--- src/rtl/sprite_rom_arbiter.sv ---
// Round-robin arbiter sharing one synchronous sprite ROM between pixel fetchers.
// Define SPRITE_ROM_ARB_STATS_EN to add the contention_cnt/stats_clr counter.
module sprite_rom_arbiter #(
  parameter int NUM_REQ = 4,
  parameter int ADDR_W  = 10,
  parameter int DATA_W  = 2,
  parameter int ROM_LAT = 1,
  localparam int IDW    = $clog2(NUM_REQ)
) (
  input  logic                      vga_clk,
  input  logic                      reset_n,
  input  logic [NUM_REQ-1:0]        req,
  input  logic [NUM_REQ*ADDR_W-1:0] req_addr,
  output logic [NUM_REQ-1:0]        gnt,
  output logic [ADDR_W-1:0]         rom_address,
  input  logic [DATA_W-1:0]         rom_q,
  output logic                      rd_valid,
  output logic [IDW-1:0]            rd_id,
  output logic [DATA_W-1:0]         rd_data
`ifdef SPRITE_ROM_ARB_STATS_EN
  ,
  input  logic                      stats_clr,
  output logic [15:0]               contention_cnt
`endif
);

  logic [IDW-1:0]     rr_ptr;
  logic               grant_any;
  logic [IDW-1:0]     gnt_idx;
  logic [NUM_REQ-1:0] gnt_vec;
  logic [IDW:0]       cand;

  logic [ROM_LAT:0]   vld_q;
  logic [IDW-1:0]     id_q [ROM_LAT+1];

  // Scan from rr_ptr upward, wrapping, and take the first requester found.
  always_comb begin
    grant_any = 1'b0;
    gnt_idx   = '0;
    cand      = '0;
    for (int j = 0; j < NUM_REQ; j++) begin
      cand = {1'b0, rr_ptr} + (IDW+1)'(j);
      if (cand >= (IDW+1)'(NUM_REQ))
        cand = cand - (IDW+1)'(NUM_REQ);
      if (!grant_any && req[cand[IDW-1:0]]) begin
        grant_any = 1'b1;
        gnt_idx   = cand[IDW-1:0];
      end
    end
  end

  always_comb begin
    gnt_vec = '0;
    if (grant_any && reset_n)
      gnt_vec[gnt_idx] = 1'b1;
  end

  assign gnt = gnt_vec;

  always_ff @(posedge vga_clk or negedge reset_n) begin
    if (!reset_n) begin
      rr_ptr      <= '0;
      rom_address <= '0;
      vld_q       <= '0;
      for (int s = 0; s <= ROM_LAT; s++)
        id_q[s] <= '0;
    end else begin
      if (grant_any) begin
        rr_ptr <= (gnt_idx == IDW'(NUM_REQ-1)) ? '0
                                               : gnt_idx + 1'b1;
        rom_address <= req_addr[gnt_idx*ADDR_W +: ADDR_W];
      end
      vld_q   <= {vld_q[ROM_LAT-1:0], grant_any};
      id_q[0] <= gnt_idx;
      for (int s = 1; s <= ROM_LAT; s++)
        id_q[s] <= id_q[s-1];
    end
  end

  assign rd_valid = vld_q[ROM_LAT];
  assign rd_id    = id_q[ROM_LAT];
  assign rd_data  = rd_valid ? rom_q : '0;

`ifdef SPRITE_ROM_ARB_STATS_EN
  logic multi_req;

  // Two or more bits set iff clearing the lowest set bit leaves something.
  assign multi_req = (req & (req - NUM_REQ'(1))) != '0;

  always_ff @(posedge vga_clk or negedge reset_n) begin
    if (!reset_n)
      contention_cnt <= '0;
    else if (stats_clr)
      contention_cnt <= '0;
    else if (multi_req && contention_cnt != 16'hFFFF)
      contention_cnt <= contention_cnt + 16'd1;
  end
`endif

endmodule

--- config.mk ---
export PLATFORM = sky130hd
export DESIGN_NAME = sprite_rom_arbiter
export DESIGN_NICKNAME = d
export VERILOG_FILES = /design/src/rtl/sprite_rom_arbiter.sv
export SDC_FILE = /design/constraint.sdc
export NUM_CORES = 1
export LEC_CHECK = 0
export CORE_UTILIZATION = 34
export CTS_CLUSTER_DIAMETER = 120
export DETAILED_ROUTE_END_ITERATION = 10
export PLACE_DENSITY = 0.86
export SYNTH_ARGS = -nofsm -noshare
export SYNTH_HDL_FRONTEND = slang
export SYNTH_SLANG_ARGS = --single-unit
--- constraint.sdc ---
create_clock -name vga_clk -period 1.8 [get_ports vga_clk]
set_input_delay 0.36 -clock vga_clk [delete_from_list [all_inputs] [get_ports vga_clk]]
set_output_delay 0.36 -clock vga_clk [all_outputs]
set_load 0.05 [all_outputs]
==> Flow_metrics.wiki <==
{| class="wikitable"
! Metric !! Value
|-
| CTS H-tree depth || 1
|-
| Register bit count reported by yosys || 18
|-
| Maximum root-to-sink buffer count || 2
|-
| Combined flip-flop and latch cell area || 453 um^2
|-
| EDFF count, synth || 0
|-
| Syn Std Cell Area || between 1000 and 1500 um^2
|-
| Cell leakage power || 0.912 nW
|-
| Slack of the worst reg-to-reg path || 0 ns
|-
| Yosys warns || 0
|-
| Largest net degree at the start of global routing || 11
|-
| TritonCTS clock tree || built
|-
| Num CTS Buffers || 3
|-
| Diode insertion count for antenna repair || 0
|-
| CP startpoint || rr_ptr[1]$_DFFE_PN0P_
|-
| Number of distinct library cell variants in the gate-level netlist after synthesis || 32
|-
| Detailed Route Iter0 Violations || 31
|-
| Number of buffer and inverter instances along the worst setup path || 2
|-
| Final Instance Area || 2150 um^2
|-
| Final Slew Violations || 0
|-
| Floorplan die area || 3720 um^2
|-
| Antenna violations before repair || 0
|-
| Worst setup path end || gnt[2]
|-
| Cell area power density || 1460 nW/um^2
|-
| Net total in the final layout || 259
|-
| Nature of the critical path startpoint || flop
|-
| Share of flip-flops with an asynchronous set or reset || 100%
|-
| Worst slack at placement || -0.620 ns
|-
| Width of the die || 61 um
|-
| R2r worst-path depth || 7
|-
| Longest individual stage delay on the worst path || 0.46 ns
|-
| Worst Hold Class || flop to flop
|-
| Setup violations, final || 4
|-
| First-pass GRT wire length || 5660 um
|-
| Routability congestion estimate from global placement || about 0.8
|-
| Slowest stage cell, crit path || dfrtp_2
|-
| Vias per inst || 4.97
|-
| Largest delay contributor family on the critical path || simple AND/OR/NAND/NOR gates
|-
| Dominant synthesized flop cell || dfrtp_1
|-
| Cells on Worst Hold Path || 0
|-
| Global-route usage over all layers || between 20% and 30%
|-
| Clock insertion delay at the later pin of the skew report || 0.29 ns
|-
| Share of synthesized area occupied by flip-flops and latches || 38.1%
|-
| Post-route clock period utilization || 120%
|-
| Crit path kind || flop to output pin
|-
| Final wirelength || 3540 um
|-
| Gate count after technology mapping || 125
|-
| Area Growth Syn to Fin || 81.6%
|-
| Reg-to-Reg End || rom_address[7]$_DFFE_PN0P_
|-
| Initial Utilization || 35.5%
|-
| Remaining max-slew budget at the tightest pin || 81.6%
|-
| Cell-by-cell listing of the critical path || nor4_2, or2_4, inv_4, ha_4, and3_4, buf_12
|-
| Data required time of the worst path || ~1.4 ns
|-
| Post-CTS clock slew at the launch and capture registers of the worst setup and hold paths || 0.10 ns
|-
| Mean instance size in the synthesized netlist || approximately 9.5 um^2
|-
| Aggregate global routing overflow || 0
|-
| Clock Tree Root || clkbuf_4
|-
| DRC Markers || 0
|-
| Router iterations before antenna repair || 4
|-
| Vias || 1262
|-
| Cell row count || 21
|-
| Worst reg2reg path startpoint || rr_ptr[1]$_DFFE_PN0P_
|-
| Number of gates on the worst path with buffers counted || 6
|-
| Die Span Y || 61 um
|-
| Area of combinational cells with multiple inputs || 714 um^2
|-
| Final min period || 2.15 ns
|-
| # hold bufs at CTS || 0
|-
| Largest area contributor in the synthesized netlist || dfrtp_1
|-
| Layout fillers || 285
|-
| Arr. time, crit path || ~1.8 ns
|-
| Via count of the first global-routing pass || 1261
|-
| Hold Worst Slack || 0.360 ns
|-
| Final hold viol count || 0
|-
| Violated checks || setup timing
|-
| Fraction of synthesized cell area taken by the top area cell type || 38.1%
|-
| Net count after synthesis || 175
|-
| DP Area || just over 2000 um^2
|-
| Max Fclk || 0.465 GHz
|-
| Worst ir drop on vdd || 0.536 mV
|-
| Placed wire-length estimate || approximately 2800 um
|-
| Share of cells above drive strength 1 || a little over a third
|-
| Max_cap viols || 0
|-
| Ports placed on the boundary || 67
|-
| Critical-path maximum fanout || 6
|-
| Run status || finished, violations left
|-
| Dominant cells by area after synthesis || dfrtp_1 38%, a221oi_2 10%, a311oi_1 7.4%
|-
| Number of port buffers || 66
|-
| Actual transition at the worst max-transition pin || roughly 0.27 ns
|-
| Core ar. || ~3300 um^2
|-
| Post-route total power || roughly 3.1 mW
|-
| Antenna-violating nets left || 0
|-
| Least setup slack across all paths after layout || -0.352 ns
|-
| Avg WL per Cell || approximately 14 um
|-
| Setup repair after global routing missed its margin || true
|-
| Number of clock sinks || 18
|-
| Worst clock skew || 0.00176 ns
|-
| Capturing element type of the critical path || output pin
|}
## worst register-to-register path, stage by stage (launching register included)
cell and delay, ns:
dfrtp_2 0.46, nor4_2 0.34, or2_4 0.21, inv_4 0.05
buf_12 0.13, buf_4 0.15, a221oi_2 0.26, a311oi_1 0.08
## registers in the layout (all words and copies together), names as in the netlist
signal	cells
id_q	2
rom_address	10
rd_id	2
vld_q	2
rr_ptr	2
## cell families (layout without fill, tap and decap cells)
| logic type | after synthesis | after routing | synth area share (%) |
|---|---|---|---|
| AO/OA/AOI/OAI | 27 | 27 | 23.3 |
| adder cells (fa/ha/maj) | 2 | 2 | 2.11 |
| buffers and inverters | 14 | 97 | 8.46 |
| flip-flops | 18 | 18 | 38.1 |
| multiplexers | 1 | 1 | 0.951 |
| AND/OR/NAND/NOR | 63 | 63 | 27.2 |
## repair_timing
action / in CTS / in global routing
setup buffers: 2 / 1
resized for setup: 15 / 2
pin swaps: 8 / 2
endpoints found under the setup margin: 15 / 12
## power breakdown
part           internal, mW  leakage, nW  switching (mW)
sequential            0.589        0.203           0.120
combinational         0.912        0.688            1.26
clock                 0.123       0.0210           0.126
## cells in the mapped netlist (2+ instances only)
cell and number:
ha_1 2, and3_1 2, inv_2 2, buf_2 5
a21o_1 2, a221oi_2 8, nor2b_1 10, nor2b_2 2
and2_1 2, a21oi_1 2, a221oi_1 2, a311oi_1 10
and2b_1 2, buf_6 2, buf_4 2, nand2_1 23
dfrtp_1 18, nor2_1 15
## metrics by stage
stage                     util (%)  instances  setup TNS [ns]
final                         64.4        254           -1.30
after global routing          64.4        254           -1.90
after CTS                     64.0        253           -1.32
after detailed placement      61.5        248           -7.16
after global placement        61.5        248           -6.09
after floorplan                  -        125          -0.192
## cells in the final DEF (no fill, tap or decap), types with 2 or more instances in the layout
cell	n
a221oi_1	2
nand2_1	23
dfrtp_2	2
clkbuf_4	3
nor2_1	12
nor2_4	3
dfrtp_1	16
buf_12	6
nor2b_4	2
a221oi_2	8
nor2b_1	9
a21o_1	2
and3_4	2
inv_4	2
clkdlybuf4s50_1	43
and2b_1	2
buf_4	34
and2_1	2
dlygate4sd2_1	3
a311oi_1	10
## area by class of cell
class,instances,share of cell area (%)
Timing Repair Buffer,89,40.4
Tap cell,46,2.68
Sequential cell,18,21.1
Clock buffer,4,1.69
Inverter,4,0.931
Multi-Input combinational cell,93,33.2
## how the worst min path moves through the flow
stage	start	to	slack [ns]
after floorplan	reset_n	id_q[2]$_DFF_PN0_	0.06
after global placement	id_q[2]$_DFF_PN0_	rd_id[0]$_DFF_PN0_	0.33
after detailed placement	id_q[3]$_DFF_PN0_	rd_id[1]$_DFF_PN0_	0.34
after CTS	id_q[3]$_DFF_PN0_	rd_id[1]$_DFF_PN0_	0.36
after global routing	vld_q[0]$_DFF_PN0_	vld_q[1]$_DFF_PN0_	0.37
final	id_q[2]$_DFF_PN0_	rd_id[0]$_DFF_PN0_	0.36
## metal layers
| layer | global-route usage (%) | up-vias | part of all wire (%) |
|---|---|---|---|
| met5 | 0 | - | 0 |
| met4 | 8.77 | 0 | 2.4 |
| met3 | 1.92 | 6 | 6.4 |
| met2 | 38.0 | 59 | 52 |
| met1 | 24.9 | 583 | 39 |
| li1 | - | 614 | - |
Power figures use the tool's default switching activity.
